## src/rtl/seq_display.sv

```systemverilog
// Memory-game playback stage: steps the sequence counter, latches each ROM symbol and
// shows it on the LEDs with fixed on/off timing. Define SEQ_DISPLAY_BEEP_EN for the beep output.
module seq_display #(
    parameter int unsigned P_SYM       = 4,
    parameter int unsigned P_ON_CYC    = 50,
    parameter int unsigned P_OFF_CYC   = 25
`ifdef SEQ_DISPLAY_BEEP_EN
    ,
    parameter int unsigned P_BEEP_HALF = 8
`endif
) (
    input  logic             clk,
    input  logic             R,
    input  logic             start,
    input  logic             abort,
    input  logic [P_SYM-1:0] rom_data,
    input  logic             tc,
    output logic             cnt_E,
    output logic             cnt_R,
    output logic [P_SYM-1:0] leds,
    output logic             busy,
    output logic             done
`ifdef SEQ_DISPLAY_BEEP_EN
    ,
    output logic             beep
`endif
);

    localparam int unsigned MAX_ONOFF = (P_ON_CYC > P_OFF_CYC) ? P_ON_CYC : P_OFF_CYC;
    localparam int unsigned MAX_LOAD  = (MAX_ONOFF > 2) ? MAX_ONOFF : 2;
    localparam int unsigned TW        = $clog2(MAX_LOAD) + 1;

    typedef enum logic [2:0] {
        S_IDLE,
        S_CLR,
        S_SETTLE,
        S_ON,
        S_OFF,
        S_STEP,
        S_DONE
    } state_e;

    state_e            state_q, state_d;
    logic [TW-1:0]     timer_q, timer_d;
    logic [P_SYM-1:0]  sym_q, sym_d;
    logic [P_SYM-1:0]  leds_d;
    logic              cnt_e_d, cnt_r_d, busy_d, done_d;

    // State, timer, latched symbol and registered outputs
    always_ff @(posedge clk or negedge R) begin
        if (!R) begin
            state_q <= S_IDLE;
            timer_q <= '0;
            sym_q   <= '0;
            cnt_E   <= 1'b0;
            cnt_R   <= 1'b0;
            leds    <= '0;
            busy    <= 1'b0;
            done    <= 1'b0;
        end else begin
            state_q <= state_d;
            timer_q <= timer_d;
            sym_q   <= sym_d;
            cnt_E   <= cnt_e_d;
            cnt_R   <= cnt_r_d;
            leds    <= leds_d;
            busy    <= busy_d;
            done    <= done_d;
        end
    end

    // Next state; outputs are computed for the cycle after the edge
    always_comb begin
        state_d = state_q;
        timer_d = (timer_q != '0) ? timer_q - TW'(1) : '0;
        sym_d   = sym_q;
        leds_d  = '0;
        cnt_e_d = 1'b0;
        cnt_r_d = 1'b0;
        done_d  = 1'b0;

        if (abort && (state_q != S_IDLE)) begin
            state_d = S_IDLE;
            timer_d = '0;
            cnt_r_d = 1'b1;
        end else begin
            case (state_q)
                S_IDLE: begin
                    if (start) begin
                        state_d = S_CLR;
                        cnt_r_d = 1'b1;
                    end
                end
                S_CLR: begin
                    state_d = S_SETTLE;
                    timer_d = TW'(2);
                end
                S_SETTLE: begin
                    if (timer_q == TW'(1)) begin
                        state_d = S_ON;
                        timer_d = TW'(P_ON_CYC);
                        sym_d   = rom_data;
                        leds_d  = rom_data;
                    end
                end
                S_ON: begin
                    if (timer_q == TW'(1)) begin
                        state_d = S_OFF;
                        timer_d = TW'(P_OFF_CYC);
                    end else begin
                        leds_d = sym_q;
                    end
                end
                S_OFF: begin
                    // tc only matters on the final blank cycle
                    if (timer_q == TW'(1)) begin
                        if (tc) begin
                            state_d = S_DONE;
                            done_d  = 1'b1;
                        end else begin
                            state_d = S_STEP;
                            cnt_e_d = 1'b1;
                        end
                    end
                end
                S_STEP: begin
                    state_d = S_SETTLE;
                    timer_d = TW'(2);
                end
                S_DONE: begin
                    state_d = S_IDLE;
                end
                default: begin
                    state_d = S_IDLE;
                end
            endcase
        end

        busy_d = (state_d != S_IDLE);
    end

`ifdef SEQ_DISPLAY_BEEP_EN
    localparam int unsigned BW = $clog2(P_BEEP_HALF) + 1;

    logic [BW-1:0] bcnt_q;

    // Square wave during ON, phase restarts high on every ON entry
    always_ff @(posedge clk or negedge R) begin
        if (!R) begin
            bcnt_q <= '0;
            beep   <= 1'b0;
        end else if (state_d != S_ON) begin
            bcnt_q <= '0;
            beep   <= 1'b0;
        end else if (state_q != S_ON) begin
            bcnt_q <= '0;
            beep   <= 1'b1;
        end else if (bcnt_q == BW'(P_BEEP_HALF - 1)) begin
            bcnt_q <= '0;
            beep   <= ~beep;
        end else begin
            bcnt_q <= bcnt_q + BW'(1);
        end
    end
`endif

endmodule

```

## config.mk

```make
export PLATFORM = sky130hd
export DESIGN_NAME = seq_display
export DESIGN_NICKNAME = d
export VERILOG_FILES = /design/src/rtl/seq_display.sv
export SDC_FILE = /design/constraint.sdc
export NUM_CORES = 1
export LEC_CHECK = 0
export ABC_AREA = 1
export CAP_MARGIN = 25
export CORE_MARGIN = 2
export CORE_UTILIZATION = 40
export CTS_BUF_LIST = sky130_fd_sc_hd__clkbuf_2
export DETAILED_ROUTE_END_ITERATION = 7
export HOLD_SLACK_MARGIN = 0.12
export PLACE_DENSITY = 0.64
export SYNTH_ARGS = -nofsm -noshare
export SYNTH_HDL_FRONTEND = slang
export SYNTH_SLANG_ARGS = --single-unit
```

## constraint.sdc

```tcl
create_clock -name clk -period 1.5 [get_ports clk]
set_clock_uncertainty 0.15 [all_clocks]
set_input_delay 0.225 -clock clk [delete_from_list [all_inputs] [get_ports clk]]
set_output_delay 0.225 -clock clk [all_outputs]
set_load 0.03 [all_outputs]
```

==> impl_results.md, run 1 <==
- Run status: finished with violations
- Failing checks: setup timing
- Area delta synth->final: 43.4%
- Die span in x: 57.4 um
- Routability cong.: 0.843
- Final hold vios: 0
- Critical path peak fanout: 2
- RSZ-0062 raised after global routing: yes
- Seq/Total Area, Yosys: 48.4%
- CP required: 1.60 ns
- GR Util All Layers: 17.7%
- IO Pins: 17
- Yosys cell types: 24
- Syn_nets: 146
- Min Tclk post-route: 1.58 ns
- Max IR drop VDD: 1270 uV
- Power Density: 1890 nW/um^2
- Clock sink total: 22
- Hpwl dp: 1810 um
- Die H: 57.4 um
- CTS tree: built
- CTS max path bufs: 2
- Worst Hold Class: input port to flop
- I/O Buffers: 16
- Pre-CTS setup slack: -0.0955 ns
- Core ar.: 2730 um^2
- Drt pass-1 iters: 4
- Clk_lat worst skew: 0.31 ns
- Vias post-DR: 1011
- Critical path class: flop to flop
- Root buffer cell: clkbuf_2
- Final setup vio count: 5
- WL per Instance: 13.5 um
- Post-synthesis register bit count: 22
- Full die area: 3290 um^2
- First-pass GRT wire length: 4520 um
- Final period utilization: 105%
- Post-synth EDFFs: 0
- Syn. warnings: 0
- Startpoint types: flop
- Gate Count Post-Synth: 135
- Syn_area_per_cell: 8.43 um^2
- Vias per Instance: 4.93
- # H-tree levels: 1
- DR iter-0 viols: 52
- Max Slew Vio Count: 0
- Final worst slack: -0.0804 ns
- DR DRC count: 0
- N_diodes: 0
- P_leak: 0.000810 uW
- Mapped Area: 1140 um^2
- Cell Rows: 19
- Initial core utilization: 41.6%
- Post-DP Area: 1430 um^2
- CP peak stage delay: 0.47 ns
- Max Freq: 0.633 GHz
- Vias in the first global route: 1013
- CP arrival: 1.68 ns
- Crit path top cell by count: buf_4
- Routed WL: 2760 um
- Largest net degree at the start of global routing: 23
- Final #Nets: 187
- Max cap viols: 0
- Asr flop ratio synth: 100%
- CTS Buf Count: 3
- Synth Flop Type: dfrtp_1
- Hold slack: 0.325 ns
- Setup crit end kind: flop
- Post-route antenna net violation count: 0
- GR Overflow Total: 0
- Worst path cell trace: inv_2 -> ha_1 -> nand2_2 -> buf_4 -> buf_4 -> xor2_1 -> nand2_1 -> a21oi_1
- Design Area, Final: 1630 um^2
- Critical Path Slowest Stage Cell: dfrtp_1
- Share of cells above drive strength 1: 40.8%
- Worst-Margin Slew: 0.301 ns
- Initial antenna violation count: 0
- Max_slew headroom: 80.0%
- Clock transition at the registers of the reported paths: 0.21 ns
- Overall Power: 3090 uW
## cells by family after synthesis
logic type      count (synthesis)  synth area share, %
fa+ha+maj                       2                 2.20
compound gates                 13                 6.59
flops                          22                 48.4
simple gates                   75                 33.8
xor+xnor                        3                 2.31
buf+inv                        20                 6.70
## where the power goes
| group | leakage [uW] | switching [uW] | total, uW | internal, uW |
|---|---|---|---|---|
| logic | 0.000509 | 1120 | 1970 | 855 |
| clock network | 0.0000125 | 173 | 227 | 54.5 |
| registers | 0.000289 | 120 | 888 | 768 |
## cells in the final DEF (no fill, tap or decap), drive strengths merged
cell	instances
inv	19
o21bai	1
clkbuf	3
nand4	2
a311oi	1
a21oi	9
xnor2	1
dfrtp	22
buf	19
nor4	2
xor2	2
and2	1
a31oi	1
nand2	42
clkdlybuf4s50	8
or2	1
nand3	14
nor2	14
a21boi	1
ha	2
clkdlybuf4s15	6
dlygate4sd2	2
dlygate4sd3	1
## synth_stat cells (2+ instances only)
| library cell | instances | area [um^2] |
|---|---|---|
| inv_2 | 5 | 18.8 |
| nand2_1 | 36 | 135 |
| nand2_2 | 5 | 31.3 |
| xor2_1 | 2 | 17.5 |
| nor2_1 | 6 | 22.5 |
| a21oi_1 | 9 | 45.0 |
| inv_1 | 14 | 52.6 |
| nor2_4 | 4 | 45.0 |
| nor4_1 | 2 | 12.5 |
| nor2_2 | 2 | 12.5 |
| dfrtp_1 | 22 | 551 |
| nand4_1 | 2 | 12.5 |
| ha_1 | 2 | 25.0 |
| nand3_1 | 14 | 70.1 |
## cell type report
type | count | area (um^2)
Multi-Input combinational cell | 94 | 643
Timing Repair Buffer | 36 | 310
Sequential cell | 22 | 552
Clock buffer | 3 | 15.0
Inverter | 19 | 73.8
Fill cell | 240 | 1100
Tap cell | 31 | 38.8
## metal layers
metal | vias to the layer above | GRT usage [%] | part of all wire, % | wire, um
met5 | - | 0 | 0 | 0
met4 | 0 | 4.98 | 0.54 | 15
met3 | 2 | 2.04 | 2.0 | 55
met2 | 12 | 30.2 | 55 | 1520
met1 | 484 | 23.7 | 42 | 1160
li1 | 513 | - | - | -
## stage by stage
| step | TNS [ns] | std cells | util (%) |
|---|---|---|---|
| 2_1_floorplan | 0 | 135 | - |
| 3_3_place_gp | -0.0204 | 194 | 52.3 |
| 3_5_place_dp | -0.412 | 194 | 52.3 |
| 4_1_cts | -0.0366 | 200 | 55.7 |
| 5_1_grt | -1.60 | 205 | 59.7 |
| 6_report | -0.222 | 205 | 59.7 |
## path summary, 6_finish.rpt
check | from | end | slack (ns) | depth (start not counted)
setup / recovery | timer_q[0] | timer_q[4] | -0.08 | 8
hold / removal | rom_data[0] | leds[0] | 0.32 | 3
setup reg to reg | timer_q[0] | timer_q[4] | -0.08 | 8
hold reg to reg | sym_q[0] | sym_q[0] | 0.36 | 2
max in group asynchronous | R | timer_q[2] | 0.33 | 3
min in group asynchronous | R | timer_q[5] | 0.63 | 3
## worst max-delay path, delay by kind of cell (launching register included)
| kind | cells | cell delay (ns) |
|---|---|---|
| AO/OA/AOI/OAI | 1 | 0.12 |
| XOR/XNOR | 1 | 0.12 |
| adder cells (fa/ha/maj) | 1 | 0.18 |
| buffers and inverters | 3 | 0.34 |
| flip-flops | 1 | 0.47 |
| AND/OR/NAND/NOR | 2 | 0.15 |
## state kept, by name, indices dropped and copies added, names as in the netlist
signal,count
timer_q,7
leds,4
sym_q,4
state_q,3
busy,1
cnt_E,1
cnt_R,1
done,1
## what timing repair did
action	CTS	global route
pin swaps	7	12
gates cloned	1	0
hold endpoints to repair	22	0
setup buffers	1	5
gates resized for setup	24	26
endpoints found under the setup margin	24	25
hold buffers	1	0
Note: power is estimated with default switching activity, not from simulation.
==> run 2: changes to the inputs <==
--- a/config.mk
+++ b/config.mk
@@ -7,12 +7,14 @@
 export LEC_CHECK = 0
 export ABC_AREA = 1
 export CAP_MARGIN = 25
+export CELL_PAD_IN_SITES_DETAIL_PLACEMENT = 0
+export CELL_PAD_IN_SITES_GLOBAL_PLACEMENT = 1
 export CORE_MARGIN = 2
-export CORE_UTILIZATION = 40
+export CORE_UTILIZATION = 37
 export CTS_BUF_LIST = sky130_fd_sc_hd__clkbuf_2
 export DETAILED_ROUTE_END_ITERATION = 7
 export HOLD_SLACK_MARGIN = 0.12
-export PLACE_DENSITY = 0.64
+export PLACE_DENSITY = 0.77
 export SYNTH_ARGS = -nofsm -noshare
 export SYNTH_HDL_FRONTEND = slang
 export SYNTH_SLANG_ARGS = --single-unit
==> run 2 against run 1 <==
The run still ends with setup timing left; non-clock buffer count down 1; maximum frequency up 3.3%; register-to-register slack better by 0.05 ns; flip-flop and latch count unchanged; via count down 5.0%; largest cell class unchanged; setup slack better by 0.051 ns; sequential power down 0.6%; critical endpoint is now busy; sequential share of layout area up 2.0 points; critical path depth up 1; die area up 7.5%.
==> impl_results.md, run 2 (same netlist as run 1, synthesis figures left out) <==
- Most common cell after layout, fill and taps aside: nand2_1
- Drt pass-1 iters: 4 (unchanged)
- Clk_lat worst skew: 0.31 ns (about the same)
- RSZ-0062 raised after global routing: yes
- Final #Nets: 185 (-1.1%)
- Share of cells above drive strength 1: 31.4% (-9.4 points)
- Initial antenna violation count: 0 (unchanged)
- Routed WL: 2400 um (-13%)
- Initial core utilization: 38.2% (-3.4 points)
- Critical path peak fanout: 6 (+4)
- Net load switching power: 1230 uW (-13%)
- P_leak: 0.000796 uW (-1.8%)
- DR iter-0 viols: 13 (-75%)
- Routability cong.: 0.812 (-3.7%)
- N_diodes: 0 (unchanged)
- CTS tree: built
- Min Tclk post-route: 1.53 ns (-0.0511 ns)
- # H-tree levels: 1 (unchanged)
- Root buffer cell: clkbuf_2
- Run status: finished with violations
- CP peak stage delay: 0.42 ns (-0.05 ns)
- Area delta synth->final: 35.3%
- Clock power share: 8.0% (+0.6 points)
- Critical R2R Launch: timer_q[1]
- GR Util All Layers: 15.8% (-1.9 points)
- Setup crit end kind: flop
- Top delay family on crit path: simple AND/OR/NAND/NOR gates
- Clock sink total: 22 (unchanged)
- GR Overflow Total: 0 (unchanged)
- Seq pwr share: 32.2% (+3.4 points)
- Max Slew Vio Count: 0 (unchanged)
- Full die area: 3540 um^2 (+7.5%)
- CTS Buf Count: 3 (unchanged)
- Die H: 59.5 um (+3.7%)
- Max Freq: 0.654 GHz (+3.3%)
- Fillcell total: 291 (+21%)
- Pint: 1520 uW (-9.4%)
- Core ar.: 2980 um^2 (+8.9%)
- Final setup vio count: 5 (unchanged)
- Sum Neg Setup Slack: -0.0799 ns (+0.142 ns)
- Vias per Instance: 4.68 (-5.0%)
- Most frequent cells in the layout: 32 x nand2_1, 21 x dfrtp_1, 18 x buf_4, 13 x nand3_1, 12 x inv_1
- HP Start: rom_data[1]
- Final period utilization: 102% (-3.4 points)
- Sw Share: 44.7% (-0.98 points)
- Cell Rows: 20 (+1)
- CP required: 1.57 ns (-0.03 ns)
- Failing checks: setup timing
- Gr busiest metal: met2
- Largest Register: timer_q
- Met1 track utilization from global routing: 20.1% (-3.6 points)
- Vias in the first global route: 995 (-1.8%)
- WP buf/inv: 2 (-1)
- Vias post-DR: 960 (-5.0%)
- Comb power frac: 59.8% (-4.1 points)
- Hold slack: 0.308 ns (-0.0167 ns)
- Clock transition at the registers of the reported paths: 0.19 ns (-0.02 ns)
- DR DRC count: 0 (unchanged)
- Post-route antenna net violation count: 0 (unchanged)
- Hpwl dp: 1840 um (+1.6%)
- Crit path launch: timer_q[1]
- Final worst slack: -0.0292 ns (+0.0511 ns)
- Crit path top cell by count: inv_2
- Critical path class: flop to flop
- Max cap viols: 0 (unchanged)
- I/O Buffers: 16 (unchanged)
- WL per Instance: 11.7 um (-13%)
- IO Pins: 17 (unchanged)
- Max IR drop VDD: 954 uV (-25%)
- Met2 Track Usage GR: 27.6% (-2.6 points)
- CTS max path bufs: 2 (unchanged)
- Biggest regs: timer_q x7, leds x4, sym_q x4
- Max_slew headroom: 79.9% (-0.11 points)
- Worst path cell trace: inv_2 -> ha_4 -> inv_2 -> nor2_4 -> nand2_4 -> nand2_2 -> nand4_1 -> o21bai_1 -> nand2_1
- Grt met3 use: 1.97% (-0.076 points)
- First-pass GRT wire length: 4210 um (-6.9%)
- Worst-Margin Slew: 0.302 ns (+0.00170 ns)
- Final hold vios: 0 (unchanged)
- Die span in x: 59.5 um (+3.7%)
- CP arrival: 1.60 ns (-0.08 ns)
- Largest net degree at the start of global routing: 23 (unchanged)
- Max reg flops: 7 (unchanged)
- Critical Path Slowest Stage Cell: dfrtp_1
- Power Density: 1780 nW/um^2 (-5.7%)
- Worst Hold Class: input port to flop
- Startpoint types: flop
[run 2: metal layers]
layer,share of wire [%],wire [um]
met1,48,1160
met2,48,1150
met3,2.8,68
met4,1.0,24
met5,0,0
[run 2: path summary, 6_finish.rpt]
kind	slack, ns	depth (start not counted)	end
max in group asynchronous	0.34	3	timer_q[2]
setup reg to reg	-0.03	9	busy
setup / recovery	-0.03	9	busy
hold reg to reg	0.36	2	sym_q[3]
hold / removal	0.31	3	leds[1]
min in group asynchronous	0.62	3	leds[1]
[run 2: metrics by stage]
stage / setup WS (ns) / cell area (um^2) / power (uW) / std cells / util (%)
after detailed placement: -0.0971 / 1430 / 2380 / 196 / 48.1
after CTS: -0.0542 / 1480 / 2640 / 202 / 49.6
after global routing: -0.138 / 1540 / 3000 / 205 / 51.7
after floorplan: 0.0350 / 1140 / 1860 / 135 / -
final: -0.0292 / 1540 / 2750 / 205 / 51.7
after global placement: -0.0314 / 1430 / 2350 / 196 / 48.1
[run 2: area by class of cell]
cell class	instances	area [um^2]	share of cell area, %
clock buffer	3	15.0	0.975
multi-input combinational	93	563	36.6
sequential	22	552	35.8
tap	33	41.3	2.68
timing repair buffer	35	298	19.3
inverter	19	71.3	4.63
[run 2: worst min-delay path, delay by kind of cell]
kind,cells,cell delay [ns]
buf+inv,1,0.42
compound gates,1,0.05
simple gates,1,0.07
[run 2: what timing repair did]
| action | in CTS | in global routing |
|---|---|---|
| pin swaps | 7 | 7 |
| endpoints found under the hold margin | 22 | 0 |
| resized for setup | 13 | 18 |
| hold buffers | 1 | 0 |
| gates cloned | 0 | 0 |
| setup endpoints to repair | 24 | 25 |
| buffers inserted | 2 | 3 |
[run 2: power groups by stage]
stage,Sequential [uW],Combinational [uW],Clock (uW)
6_report,883,1640,221
5_1_grt,904,1850,253
4_1_cts,879,1530,232
3_5_place_dp,883,1500,0
3_3_place_gp,877,1470,0
2_1_floorplan,943,921,0
